===== src/rtl/instruction_fetch_sequencer.sv =====
// instruction_fetch_sequencer: owns the PC and streams ROM words to decode
// through a one-entry valid/ready output register.
module instruction_fetch_sequencer #(
  parameter int ADDR_W = 30,
  parameter int DATA_W = 32,
  parameter logic [ADDR_W-1:0] START_ADDR = '0
) (
  input  logic              clk,
  input  logic              rst_n,
  input  logic              start,
  output logic [ADDR_W-1:0] rom_address,
  input  logic [DATA_W-1:0] rom_instruction,
  input  logic              rom_mem_end,
  input  logic              redirect_valid,
  input  logic [ADDR_W-1:0] redirect_address,
  output logic              instr_valid,
  input  logic              instr_ready,
  output logic [DATA_W-1:0] instr_data,
  output logic [ADDR_W-1:0] instr_pc,
  output logic              busy,
  output logic              done
);
  typedef enum logic [1:0] {IDLE, RUN, DRAIN, HALT} state_t;
  state_t state;
  logic [ADDR_W-1:0] pc;
  logic slot_free, xfer;
  assign slot_free = !instr_valid || instr_ready;
  assign xfer = instr_valid && instr_ready;
  assign rom_address = pc;
  always_ff @(posedge clk or negedge rst_n) begin
    if (!rst_n) begin
      state <= IDLE;
      pc <= START_ADDR;
      instr_valid <= 1'b0;
      instr_data <= '0;
      instr_pc <= '0;
      busy <= 1'b0;
      done <= 1'b0;
    end else begin
      case (state)
        IDLE, HALT: if (start) begin
          pc <= START_ADDR;
          state <= RUN;
          busy <= 1'b1;
          done <= 1'b0;
        end
        RUN: if (redirect_valid) begin
          pc <= redirect_address;
          instr_valid <= 1'b0;
        end else if (rom_mem_end) begin
          if (xfer) instr_valid <= 1'b0;
          state <= DRAIN;
        end else if (slot_free) begin
          instr_data <= rom_instruction;
          instr_pc <= pc;
          instr_valid <= 1'b1;
          pc <= pc + ADDR_W'(1);
        end
        DRAIN: if (redirect_valid) begin
          pc <= redirect_address;
          instr_valid <= 1'b0;
          state <= RUN;
        end else if (!instr_valid || xfer) begin
          instr_valid <= 1'b0;
          state <= HALT;
          busy <= 1'b0;
          done <= 1'b1;
        end
      endcase
    end
  end
endmodule


===== config.mk =====
export PLATFORM = sky130hd
export DESIGN_NAME = instruction_fetch_sequencer
export DESIGN_NICKNAME = d
export VERILOG_FILES = /design/src/rtl/instruction_fetch_sequencer.sv
export SDC_FILE = /design/constraint.sdc
export NUM_CORES = 1
export LEC_CHECK = 0
export ABC_AREA = 1
export ABC_CLOCK_PERIOD_IN_PS = 3500
export CORE_MARGIN = 2
export CORE_UTILIZATION = 46
export DETAILED_ROUTE_END_ITERATION = 8
export PLACE_DENSITY = 0.8
export SKIP_CTS_REPAIR_TIMING = 1
export SLEW_MARGIN = 40
export SYNTH_ARGS = -nofsm -noshare
export SYNTH_HDL_FRONTEND = slang
export SYNTH_SLANG_ARGS = --single-unit

===== constraint.sdc =====
create_clock -name clk -period 3.5 [get_ports clk]
set_clock_uncertainty 0.15 [all_clocks]
set_input_delay 0.7 -clock clk [delete_from_list [all_inputs] [get_ports clk]]
set_output_delay 0.7 -clock clk [all_outputs]
set_load 0.05 [all_outputs]

### Word level (Yosys, flattened, before mapping)

Cells that the tools add are included.

* add/sub/neg operators: 1
* equality and inequality tests: 14
* mux-type cells: 26
* bitwise gates (word level): 2
* reductions and logical operators: 13

Operator list (count)
* 30-bit two-way mux: 5
* 30-bit one-hot mux with 3 select lines: 1
* 30-bit by 1-bit adder with 30-bit output (second input constant): 1
* 4-bit AND reduction: 5
* 2-bit inequality test (second input constant): 6
* 1-bit two-way mux: 11
* 2-bit two-way mux: 5
* 3-bit inequality test (second input constant): 3
* 4-bit inequality test (second input constant): 2
* 1-bit one-hot mux with 2 select lines: 3
* 2-bit one-hot mux with 3 select lines: 1
* 2-bit equality test (second input constant): 2
* 2-bit nonzero test: 2
* 2-bit by 1-bit equality test with 1-bit output (second input constant): 1
* 2-bit zero test: 1
* 1-bit logical OR: 2
* 1-bit NOT: 2
* 2-bit OR reduction: 1
* 1-bit logical AND: 1
* 1-bit zero test: 1

* register bits: 97
* input bits: 68
* output and inout port bits: 95
* word-level logic and storage cells: 63

### Logic depth before layout (Yosys ltp)

* word-level depth: 6
* depth in mapped cells: 12
* mapped depth without buffers: 12

### Least setup slack after synthesis

No wires, ideal clock.

* path kind: flip-flop to flip-flop
* start point: register pc[1], in the netlist rom_address[1]
* end point: register pc[22], in the netlist rom_address[22]
* library setup time: 0.118 ns
* arrival: 1.828 ns
* required time: 3.232 ns
* slack: 1.404 ns
* stages on the path, launching flop included: 13
* buffers on the path: 0
* period minus slack after synthesis: 2.096 ns
* cell sequence: dfrtp_1 > ha_1 > nand2_1 > nor2_1 > nand2_1 > nor2_1 > nand2_1 > nand2_1 > nand3_1 > nand2_1 > nand2_1 > nand2_1 > nand2_1

* longest elaborated chain between the ends: 5

RTL lines
* start, declared: line 25 `logic [ADDR_W-1:0] pc;`
* start signal, assigned: line 48 `pc <= redirect_address;`
* start signal, assigned: line 57 `pc <= pc + ADDR_W'(1);`
* start signal, assigned: line 60 `pc <= redirect_address;`
* 30-bit by 1-bit adder with 30-bit output: line 57
* 30-bit two-way mux: line 53 `end else if (slot_free) begin`
* 30-bit two-way mux: line 50 `end else if (rom_mem_end) begin`
* 30-bit two-way mux: line 47 `RUN: if (redirect_valid) begin`
* 30-bit one-hot mux with 3 select lines: line 40 `case (state)`

No other way between the ends. The select of a mux whose other input is x is not followed.
A chain may end at the register's enable or synchronous reset.

### Worst setup path in the final report

* start point: input redirect_valid
* end point: register pc[5], in the netlist rom_address[5]

* longest elaborated chain between the ends: 2
* elaborated cells on any way between the ends: 6
* those cells by class: eq/ne (3); mux (2); reduce/logical (1)

RTL lines
* start, declared: line 14 `input logic redirect_valid,`
* 3-bit inequality test (no line) (tied with other cells)
* 4-bit AND reduction (no line) or 30-bit one-hot mux with 3 select lines (tied branches)

Parallel ways exist; a longest one is shown, timed or not.

==> qor_table.md <==
| Metric | This run |
| --- | --- |
| Number of top-level pins | 163 |
| Fraction of registers with async set or reset after synthesis | 100% |
| R2R Setup Slk | 0.90 ns |
| 1st-iter DRT viols | 418 |
| Pin count of the biggest net entering global routing | 60 |
| Endpoint class of the critical path | flop |
| Number of library cell types mapped by synthesis | 32 |
| Min Tclk post-route | 2.78 ns |
| Rel. slew slack | 62.5% |
| Drt via density | 5.17 |
| Number of enable-type register cells in the synthesized netlist | 0 |
| Aggregate routed wire length | 14900 um |
| Die Y | 109 um |
| Dpl cell area | 6820 sq um |
| Maximum level of the CTS H-tree | 3 |
| Final ANT Viol Nets | 0 |
| Peak Freq | 0.360 GHz |
| Slew @ Worst Pin | 0.562 ns |
| Setup TNS | 0 ns |
| Final worst path period share | 79.4% |
| Post-route cell area | 7060 sq um |
| First-pass GRT wire length | 23400 um |
| Total congestion overflow | 0 |
| Leak Pwr | 3.08 nW |
| Area growth, synth to finish | 39.4% |
| Unrepaired setup endpoints after global routing | false |
| Setup crit start kind | primary input |
| Ratio of cells with drive above 1 in the final layout | 8.72% |
| Kind of path behind the tightest hold check | primary input to asynchronous set/reset pin |
| Max-capacitance violation count | 0 |
| Critical path class | primary input to flop |
| Core footprint | 10800 sq um |
| Buffer levels on the longest clock path | 2 |
| Port-buffer cells | 162 |
| Final net count | 858 |
| Top FF cell, synth | dfrtp_1 |
| Max stage delay on crit path | 0.63 ns |
| Initial standard-cell utilization of the core | 46.9% |
| Clk sinks | 97 |
| Gr usage total | 25.7% |
| End of the worst register-to-register path | rom_address[5]$_DFFE_PN0P_ |
| DR WL/cell | 16.0 um |
| Seq cells post-synth | 97 |
| # diodes | 0 |
| Peak supply drop | 610 uV |
| Number of instances in the synthesized netlist | 628 |
| Total CTS buffers | 9 |
| Row count | 38 |
| Fraction of the yosys area taken by sequential cells | 47.9% |
| Detailed-placement wirelength estimate | 11300 um |
| Net count after synthesis | 700 |
| Detailed-route via count | 4813 |
| Master of the slowest instance on the critical path | clkdlybuf4s50_1 |
| Worst path buffer plus inverter count | 3 |
| Warning count from the yosys run | 0 |
| Count of final max-slew check failures | 0 |
| Die Footprint | 11900 sq um |
| Required time of the critical path | 3.64 ns |
| Placer congestion estimate | 0.922 |
| Launch point of the worst reg-to-reg path | state[0]$_DFFE_PN0P_ |
| Setup violation total in the final timing report | 0 |
| Number of DRC violations after detailed routing | 0 |
| Data arrival time of the worst path | 2.92 ns |
| First-pass DRT Iterations | 8 |
| Via count of the first global-routing pass | 4650 |
| Crit-path most repeated cell | nand2_4 |
| Cells traversed along the worst timing path | clkdlybuf4s50_1 -> inv_2 -> nand2_4 -> nor2_2 -> nor2_4 -> nand3_4 -> nor2_8 -> nand2_4 -> clkinv_2 -> o21ai_1 -> o21ai_0 |
| Post-synthesis average cell area | 8.06 sq um |
| Areal power density over the cells | 1010 nW/um^2 |
| Post-synthesis instance area | 5060 sq um |
| Fin. Hold Viols | 0 |
| Number of antenna violations at the first check in global routing | 0 |
| Length in cells of the worst reg-to-reg path | 11 |
| Die Span X | 109 um |
| TritonCTS clock tree | built |
| CTS Root Buffer Type | clkbuf_8 |
| Result of the run | finished, final reports clean |
| Worst-path maximum fanout | 22 |
| CP delay by family, top | simple AND/OR/NAND/NOR gates |
| Clock transition at the register clock pins on the worst setup and hold paths after CTS | 0.11 ns |
| Source-to-sink clock delay at the later pin of the worst-skew pair | 0.38 ns |
==> cell type report <==
| type | instances | area [sq um] |
|---|---|---|
| clock buffer | 11 | 151 |
| sequential | 97 | 2430 |
| inverter | 58 | 219 |
| clock inverter | 5 | 85.1 |
| multi-input combinational | 454 | 2320 |
| tap | 140 | 175 |
| timing repair buffer | 166 | 1680 |
| fill | 875 | 3740 |
==> placed cells by master, fill, tap and decap left out <==
| master | synthesis | layout |
|---|---|---|
| clkinv_4 | 0 | 1 |
| nand3_1 | 25 | 25 |
| o221ai_1 | 1 | 1 |
| buf_4 | 2 | 2 |
| o21ai_1 | 10 | 10 |
| nand2_1 | 208 | 208 |
| o31ai_2 | 1 | 1 |
| nor2_1 | 73 | 73 |
| buf_12 | 0 | 2 |
| clkdlybuf4s50_1 | 0 | 161 |
| o2111ai_1 | 1 | 1 |
| mux2_2 | 31 | 31 |
| nor2_8 | 1 | 1 |
| buf_6 | 2 | 1 |
| clkbuf_8 | 0 | 11 |
| mux2_1 | 4 | 4 |
| nor2_4 | 3 | 3 |
| o31ai_1 | 1 | 1 |
| nor3_1 | 2 | 2 |
| ha_1 | 4 | 4 |
| a21oi_1 | 12 | 12 |
| inv_1 | 53 | 53 |
| nand2_4 | 2 | 2 |
| xor2_1 | 12 | 12 |
| clkinv_2 | 1 | 1 |
| o22ai_1 | 7 | 7 |
| clkinvlp_4 | 0 | 1 |
| nor2_2 | 3 | 3 |
| inv_2 | 4 | 4 |
| bufinv_16 | 0 | 2 |
| nand3_4 | 1 | 2 |
| nand4_1 | 3 | 3 |
| o21ai_0 | 48 | 48 |
| dfrtp_1 | 97 | 97 |
| inv_6 | 0 | 1 |
==> Yosys cell counts, types with 2 or more instances <==
cell type  number  area (sq um)
a21oi_1        12          60.1
nor3_1          2          10.0
dfrtp_1        97          2430
o22ai_1         7          43.8
ha_1            4          50.1
nand2_1       208           781
inv_2           4          15.0
nor2_2          3          18.8
o21ai_1        10          50.1
inv_1          53           199
buf_4           2          15.0
nand2_4         2          22.5
nor2_4          3          33.8
nand4_1         3          18.8
buf_2           8          40.0
nor2_1         73           274
buf_6           2          22.5
nand3_1        25           125
mux2_2         31           349
o21ai_0        48           240
mux2_1          4          45.0
xor2_1         12           105
clkbuf_1        6          22.5
==> flip-flops by register name, indices dropped and copies added (netlist names) <==
signal	count
busy	1
instr_data	32
done	1
instr_valid	1
state	2
instr_pc	30
rom_address	30
==> metal layers <==
layer / vias up / GRT usage [%] / part of all wire [%]
met5: - / 0 / 0
met4: 0 / 9.25 / 2.2
met3: 25 / 5.32 / 9.2
met2: 249 / 42.8 / 47
met1: 2228 / 33.3 / 41
li1: 2311 / - / -
==> how the worst max path moves through the flow <==
stage	start	to	depth (start not counted)
CTS	redirect_valid	rom_address[5]$_DFFE_PN0P_	11
detailed placement	redirect_valid	rom_address[5]$_DFFE_PN0P_	11
global placement	redirect_valid	rom_address[5]$_DFFE_PN0P_	11
finish	redirect_valid	rom_address[5]$_DFFE_PN0P_	11
floorplan	rom_address[1]$_DFFE_PN0P_	rom_address[22]$_DFFE_PN0P_	12
global route	redirect_valid	rom_address[7]$_DFFE_PN0P_	11
==> kinds of logic (layout without fill, tap and decap cells) <==
family / count (synthesis) / count (layout) / synth area share [%]
flip-flops: 97 / 97 / 47.9
adder cells (fa/ha/maj): 4 / 4 / 0.989
buffers and inverters: 77 / 240 / 6.38
AND/OR/NAND/NOR: 322 / 322 / 26.3
AO/OA/AOI/OAI: 81 / 81 / 8.53
multiplexers: 35 / 35 / 7.79
XOR/XNOR: 12 / 12 / 2.08
==> through the flow <==
step	worst slack, ns	power [mW]	hold WS [ns]	utilization (%)	cells
floorplan	1.40	4.82	0.254	-	628
global placement	0.465	6.20	0.318	63.1	915
detailed placement	0.370	6.30	0.322	63.1	915
CTS	0.747	7.15	0.267	65.3	931
global route	0.576	7.50	0.175	65.4	931
finish	0.720	7.13	0.142	65.4	931
==> report_power, final <==
part           switching [mW]  total [mW]  internal, mW
Combinational            2.86        4.24          1.38
Sequential              0.427        2.04          1.61
Clock                   0.407       0.853         0.446
Total                    3.69        7.13          3.44
(Power assumes the default switching activity.)
